**config.mk**
```make
export PLATFORM = sky130hd
export DESIGN_NAME = bus_arbiter
export DESIGN_NICKNAME = d
export VERILOG_FILES = /design/src/rtl/bus_arbiter_pkg.sv /design/src/rtl/byte_buff.sv /design/src/rtl/bus_arbiter.sv
export SDC_FILE = /design/constraint.sdc
export NUM_CORES = 1
export LEC_CHECK = 0
export CORE_MARGIN = 3
export CORE_UTILIZATION = 41
export CTS_BUF_LIST = sky130_fd_sc_hd__clkbuf_2 sky130_fd_sc_hd__clkbuf_4 sky130_fd_sc_hd__clkbuf_8
export CTS_CLUSTER_DIAMETER = 50
export DETAILED_ROUTE_END_ITERATION = 8
export PLACE_DENSITY = 0.89
export SYNTH_ARGS = -nofsm -noshare
export SYNTH_HDL_FRONTEND = slang
export SYNTH_SLANG_ARGS = --single-unit
```
**constraint.sdc**
```tcl
create_clock -name clk -period 3 [get_ports clk]
set_clock_uncertainty 0.2 [all_clocks]
set_input_delay 0.45 -clock clk [delete_from_list [all_inputs] [get_ports clk]]
set_output_delay 0.45 -clock clk [all_outputs]
set_load 0.005 [all_outputs]
```
**src/rtl/bus_arbiter_pkg.sv**
```systemverilog
// Shared constants, types and the round-robin pick for the bus arbiter.
// Requester count, data width and FSM encoding live here only.
package bus_arbiter_pkg;

  localparam int NUM_REQ = 4;
  localparam int DATA_W  = 8;
  localparam int IDX_W   = $clog2(NUM_REQ);
  localparam int CNT_W   = 4;

  typedef logic [NUM_REQ-1:0] req_t;
  typedef logic [IDX_W-1:0]   idx_t;
  typedef logic [DATA_W-1:0]  data_t;
  typedef logic [CNT_W-1:0]   cnt_t;

  typedef enum logic {
    IDLE  = 1'b0,
    GRANT = 1'b1
  } state_t;

  // First set bit at or above p, wrapping past the top index.
  function automatic idx_t rr_pick(
    input req_t r,
    input idx_t p
  );
    idx_t idx;
    idx_t win;
    logic hit;
    win = '0;
    hit = 1'b0;
    for (int k = 0; k < NUM_REQ; k++) begin
      idx = p + idx_t'(k);
      if (!hit && r[idx]) begin
        win = idx;
        hit = 1'b1;
      end
    end
    return win;
  endfunction

endpackage

```
**src/rtl/byte_buff.sv**
```systemverilog
// Expands a single select bit into a full data-width mask.
// Used once per requester to gate its byte onto the bus.
module byte_buff
  import bus_arbiter_pkg::*;
(
  input  logic              sel,
  output logic [DATA_W-1:0] mask
);

  assign mask = {DATA_W{sel}};

endmodule

```
**src/rtl/bus_arbiter.sv**
```systemverilog
// Round-robin bus arbiter with hold-limit preemption.
// Grant, owner and valid are registered; the data mux follows gnt.
module bus_arbiter
  import bus_arbiter_pkg::*;
#(
  parameter int HOLD_MAX = 4
) (
  input  logic               clk,
  input  logic               rst_n,
  input  logic [NUM_REQ-1:0] req,
  input  logic [DATA_W-1:0]  d0,
  input  logic [DATA_W-1:0]  d1,
  input  logic [DATA_W-1:0]  d2,
  input  logic [DATA_W-1:0]  d3,
  output logic [NUM_REQ-1:0] gnt,
  output logic [IDX_W-1:0]   owner,
  output logic               bus_valid,
  output logic [DATA_W-1:0]  bus_out
);

  localparam cnt_t CNT_MAX = cnt_t'(HOLD_MAX - 1);

  state_t state;
  state_t state_n;
  req_t   gnt_n;
  idx_t   owner_n;
  logic   valid_n;
  idx_t   ptr;
  idx_t   ptr_n;
  cnt_t   cnt;
  cnt_t   cnt_n;

  req_t   others;
  idx_t   win;
  logic   take;
  logic   rel;

  always_ff @(posedge clk or negedge rst_n) begin
    if (!rst_n) begin
      state     <= IDLE;
      gnt       <= '0;
      owner     <= '0;
      bus_valid <= 1'b0;
      ptr       <= '0;
      cnt       <= '0;
    end else begin
      state     <= state_n;
      gnt       <= gnt_n;
      owner     <= owner_n;
      bus_valid <= valid_n;
      ptr       <= ptr_n;
      cnt       <= cnt_n;
    end
  end

  always_comb begin
    state_n = state;
    gnt_n   = gnt;
    owner_n = owner;
    valid_n = bus_valid;
    ptr_n   = ptr;
    cnt_n   = cnt;
    win     = '0;
    take    = 1'b0;
    others  = req & ~gnt;
    rel     = !req[owner] ||
              ((cnt == CNT_MAX) && |others);

    unique case (state)
      IDLE: begin
        take = |others;
      end
      GRANT: begin
        if (!rel) begin
          if (cnt != CNT_MAX) cnt_n = cnt + cnt_t'(1);
        end else if (|others) begin
          take = 1'b1;
        end else begin
          state_n = IDLE;
          gnt_n   = '0;
          owner_n = '0;
          valid_n = 1'b0;
        end
      end
    endcase

    // Owner is masked out of the pool, so a preempting holder never re-wins.
    if (take) begin
      win     = rr_pick(others, ptr);
      state_n = GRANT;
      gnt_n   = req_t'(1) << win;
      owner_n = win;
      valid_n = 1'b1;
      ptr_n   = win + idx_t'(1);
      cnt_n   = '0;
    end
  end

  data_t dv   [NUM_REQ];
  data_t mask [NUM_REQ];

  assign dv[0] = d0;
  assign dv[1] = d1;
  assign dv[2] = d2;
  assign dv[3] = d3;

  for (genvar g = 0; g < NUM_REQ; g++) begin : g_buf
    byte_buff u_buf (
      .sel  (gnt[g]),
      .mask (mask[g])
    );
  end

  always_comb begin
    bus_out = '0;
    for (int i = 0; i < NUM_REQ; i++) begin
      bus_out = bus_out | (dv[i] & mask[i]);
    end
  end

endmodule

```
* After elaboration in Yosys (flattened, before gate mapping)
Cells that the tools add are included.
** Storage, ports and cells
- Register bits after elaboration :: 14
- Output and inout bits :: 15
- Word-level logic and storage cells :: 89
** Operators by class
- Add/sub/neg operators :: 5
- Magnitude comparators :: 5
- Equal/unequal tests :: 4
- Shifts and indexed selects :: 1
- Mux-type cells :: 43
- Bitwise operators :: 10
- Reductions and logical operators :: 15
** Operators with widths (number)
- $and 8x8->8 :: 4
- $mux 4 :: 8
- $or 8x8->8 :: 3
- $mux 1 :: 20
- $mux 2 :: 9
- $lt 2x3->1 const B :: 5
- $bmux 1 s2 :: 5
- $reduce_and 3->1 :: 2
- $reduce_bool 2->1 :: 3
- $add 2x1->2 const B :: 2
- $add 2x2->2 const B :: 2
- $add 4x1->4 const B :: 1
- $and 4x4->4 :: 1
- $eq 4x2->1 const B :: 1
- $logic_and 1x1->1 :: 4
- $logic_not 1->1 :: 4
- $ne 2x2->1 const B :: 2
- $ne 4x2->1 const B :: 1
- $not 4->4 :: 1
- $reduce_or 4->1 :: 1
- $shl 1x2->4 const A :: 1
- $pmux 1 s2 :: 1
- $logic_or 1x1->1 :: 1
- $not 1->1 :: 1

* Longest topological paths before layout
- Depth in word-level cells :: 22
- Depth in mapped cells :: 7

* By module
A second synthesis with hierarchy kept.
** Second synthesis, totals
- Cell total of the unflattened synthesis :: 143
- Area total of the unflattened synthesis :: 1219.9 um^2
** Modules (own cells, without submodules)
- bus_arbiter :: times used 1, cells an instance 111, area each 979.7 um^2
- byte_buff :: times used 4, cells an instance 8, area each 60.1 um^2

* Worst setup path after synthesis
No wires, ideal clock.
- Path kind :: flip-flop to flip-flop
- Start :: register owner[1]
- End :: register owner[0]
- Arrival :: 1.328 ns
- Data required time :: 2.680 ns
- Slack :: 1.352 ns
- Cell stages (with the launch flop) :: 6
- Clock period less this slack :: 1.648 ns
- Cell sequence :: dfrtp_1 -> mux2i_1 -> o22a_2 -> o21ai_4 -> nor2_1 -> a31o_2
** On the way
- Longest elaborated chain between the ends :: 8
** Ends and longest elaborated chain
- start, declared :: RTL line bus_arbiter.sv:16 : output logic [IDX_W-1:0] owner,
- start signal, assigned :: RTL line bus_arbiter.sv:49 : owner <= owner_n;
- $bmux 1 s2 (*) :: RTL line bus_arbiter.sv:66 : rel = !req[owner] ||
- $mux 1 (implied by the code) (*) :: RTL line bus_arbiter.sv:66
- $logic_not 1->1 (*) :: RTL line bus_arbiter.sv:66
- $logic_or 1x1->1 (*) :: RTL line bus_arbiter.sv:66
- $mux 1 :: RTL line bus_arbiter.sv:74 : if (!rel) begin
- $pmux 1 s2 :: RTL line bus_arbiter.sv:69 : unique case (state)
- $ne 2x2->1 (no source line) or $reduce_bool 2->1 (tied branches)
- $reduce_and 3->1 (no source line)
Every way passes the cells marked *; elsewhere a longest branch is shown, timed or not. The select of a mux whose other input is x is not followed.
A chain may end at the register's enable or synchronous reset.

* Worst setup path after layout
- Start :: register gnt[0]
- End :: output port bus_out[2]
** On the way
- Longest elaborated chain between the ends :: 4
** Ends and longest elaborated chain
- start, declared :: RTL line bus_arbiter.sv:15 : output logic [NUM_REQ-1:0] gnt,
- start signal, assigned :: RTL line bus_arbiter.sv:48 : gnt <= gnt_n;
- $and 8x8->8 :: RTL line bus_arbiter.sv:117 : bus_out = bus_out | (dv[i] & mask[i]);
- $or 8x8->8 (3 in a row) :: RTL line bus_arbiter.sv:117
- end, declared :: RTL line bus_arbiter.sv:18 : output logic [DATA_W-1:0] bus_out
Every way passes these cells.

==> impl_metrics.tcl <==
set metrics [dict create \
    path_buf_inv 1 \
    total_power_w 0.00125 \
    cp_data_arrival_time_ns 1.67 \
    cp_top_family "flip-flops" \
    antenna_cells 0 \
    ioPinCount 53 \
    fin_util_pct 67.9 \
    irDropWorstVdd_v 0.000553 \
    fmax_ghz 0.430 \
    fin_cells 196 \
    grt_first_pass_wirelength_um 5090 \
    powerDensity_nw_per_um2 793 \
    nNetsFinal 208 \
    yosys.area.top_type_share_pct 33.3 \
    cts_root_buf "clkbuf_4" \
    fp.coreArea_um2 2320 \
    cts.sinks 14 \
    netSwitchingFraction_pct 41.2 \
    yosysWarnings 0 \
    leakagePower_nw 0.651 \
    gp_congestion 1.03 \
    hold_ws_ns 0.298 \
    synth.area.top_cells "dfrtp_1 (33%), a22oi_1 (11%), nand2_1 (6.1%)" \
    hold_buffers 0 \
    drc 0 \
    dr_wl_met3_um 287 \
    syn_nets 161 \
    clkPwrFrac_pct 10.5 \
    grt_max_degree 16 \
    grt_use_total_pct 19.9 \
    cp.depth 3 \
    synth_cells 122 \
    vias 1156 \
    crit_path_end_kind "output port" \
    cts.htree.levels 1 \
    synth_area_leader_cell "dfrtp_1" \
    ys_ff_latch 14 \
    wl_met1_um 1350 \
    slew_headroom_pct 59.9 \
    status "finished clean" \
    cp_max_fo 14 \
    gr-total-overflow 0 \
    cp.required_ns 2.35 \
    routed_wl_um 3110 \
    synth_edf_count 0 \
    start_util_pct 45.4 \
    io_buffers 52 \
    finalCritPeriodShare_pct 77.4 \
    die_w_um 56.7 \
    power_frac_seq_pct 30.7 \
    rr_worst_depth 5 \
    pwr-share-comb_pct 58.8 \
    die_h_um 56.7 \
    wl_met2_um 1430 \
    r2r-start "gnt[2]" \
    drt-vias-per-instance 5.90 \
    worst_slew_pin_slew_ns 0.599 \
    min_from "bus_valid" \
    tns_ns 0 \
    cp_cell_sequence "a22oi_1 -> nand2_1 -> clkdlybuf4s50_1" \
    wl_per_cell_um 15.9 \
    min_to "bus_valid" \
    drv_cap 0 \
    first_global_vias 1106 \
    path_clk_slew_ns 0.08 \
    rsz0062_at_grt "false" \
    antenna_found_initial 0 \
    syn-mean-instance-area_um2 8.63 \
    ctsResizeCount 0 \
    first_pass_iters 4 \
    cts_setup_buffers 0 \
    min_period_ns 2.32 \
    rows 17 \
    drtAntennaViolNets 0 \
    slew_violations 0 \
    clock_latency_ns 0.28 \
    synthArstFlopShare_pct 100 \
    cts_buffers 3 \
    reg2reg_setup_slack_ns 0.96 \
    placed_cells 192 \
    highest_layer "met4" \
    die_area_um2 3210 \
    slowest_delay_ns 0.63 \
    hold_viol_final 0 \
    yosysUniqueCellTypes 36 \
    whs_path_depth 2 \
    reg2reg_to "gnt[0]" \
    yosysSeqAreaShare_pct 33.3 \
    start_kind "flop" \
    place_hpwl_um 2450 \
    final_layout_size_suffix_gt1_share_pct 8.33 \
    hold_path.class "flop to flop" \
    clockBufferDepth 2 \
    ys.flop_type "dfrtp_1" \
    area_delta_synth_final_pct 49.6 \
    syn_area_um2 1050 \
    finalSetupViolations 0 \
    p_int_w 0.000734 \
    cp_slowest_cell "dfrtp_1" \
    drt_iter0_drc 39 \
    cts_tree "built" \
    p_sw_w 0.000514 \
    worst-setup-path-type "flop to output port" \
]
[stage by stage]
stage	cell area (µm²)	worst slack [ns]
after floorplan	1050	1.35
after global placement	1540	0.657
after detailed placement	1540	0.606
after CTS	1570	0.688
after global routing	1570	0.583
final	1570	0.677
[logic make-up after synthesis]
group / share of synthesized area (%)
buffers and inverters: 7.73
adders and majority gates: 1.19
AOI/OAI and AO/OA: 28.5
DFF: 33.3
and+or+nand+nor: 24.4
muxes: 4.88
[synth_stat cells, types with 2 or more instances]
| cell | number |
|---|---|
| nor2_1 | 4 |
| nand4_1 | 3 |
| a31o_2 | 2 |
| dfrtp_1 | 14 |
| inv_1 | 3 |
| nand2_1 | 17 |
| nor2b_1 | 4 |
| nand2b_1 | 5 |
| o21ai_0 | 6 |
| o21ai_2 | 3 |
| buf_4 | 5 |
| a22oi_1 | 16 |
| nand3_1 | 12 |
| mux2i_1 | 4 |
| buf_2 | 2 |
| a31oi_1 | 2 |
[area by class of cell]
cell class                      instances  area [µm²]
Fill cell                             186         744
Multi-Input combinational cell         95         621
Timing Repair Buffer                   52         520
Sequential cell                        14         350
Clock buffer                            4        36.3
Tap cell                               28        35.0
Inverter                                3        11.3
[power groups by stage]
stage / combinational [W] / clock (W) / sequential (W)
3_5_place_dp: 0.000730 / 0 / 0.000383
5_1_grt: 0.000809 / 0.000143 / 0.000397
4_1_cts: 0.000735 / 0.000135 / 0.000380
3_3_place_gp: 0.000709 / 0 / 0.000380
6_report: 0.000734 / 0.000131 / 0.000383
2_1_floorplan: 0.000527 / 0 / 0.000307
[sequential cells by signal (all words and copies together), names as in the netlist]
signal	count
gnt	4
owner	2
cnt	4
bus_valid	1
ptr	2
state	1
[worst max path at each step]
stage                         from    endpoint  slack (ns)
after floorplan           owner[1]    owner[0]        1.35
after global placement      req[0]    owner[0]        0.66
after detailed placement    req[0]      gnt[0]        0.61
after CTS                   gnt[0]  bus_out[7]        0.69
after global routing        gnt[0]  bus_out[6]        0.58
final                       gnt[0]  bus_out[2]        0.68
[worst register-to-register path, cell delays in order, from the launching register on]
cell	delay (ns)
dfrtp_1	0.58
nand2b_1	0.28
nand4_1	0.28
o21ai_4	0.26
a31oi_1	0.11
a31o_2	0.23
[cell usage in the layout, fill, tap and decap left out, drive strengths merged, types with 4 or more instances in the layout]
cell type,instances
a22oi,16
clkbuf,4
clkdlybuf4s50,52
dfrtp,14
mux2i,4
nand2,17
nand2b,6
nand3,12
nor2,4
nor2b,4
o21ai,10
[routing by layer]
layer / global-route usage (%) / vias to the layer above
li1: - / 551
met1: 24.9 / 534
met2: 33.5 / 66
met3: 2.99 / 5
met4: 8.47 / 0
met5: 0 / -
No activity file was read; power rests on OpenSTA's default activity.
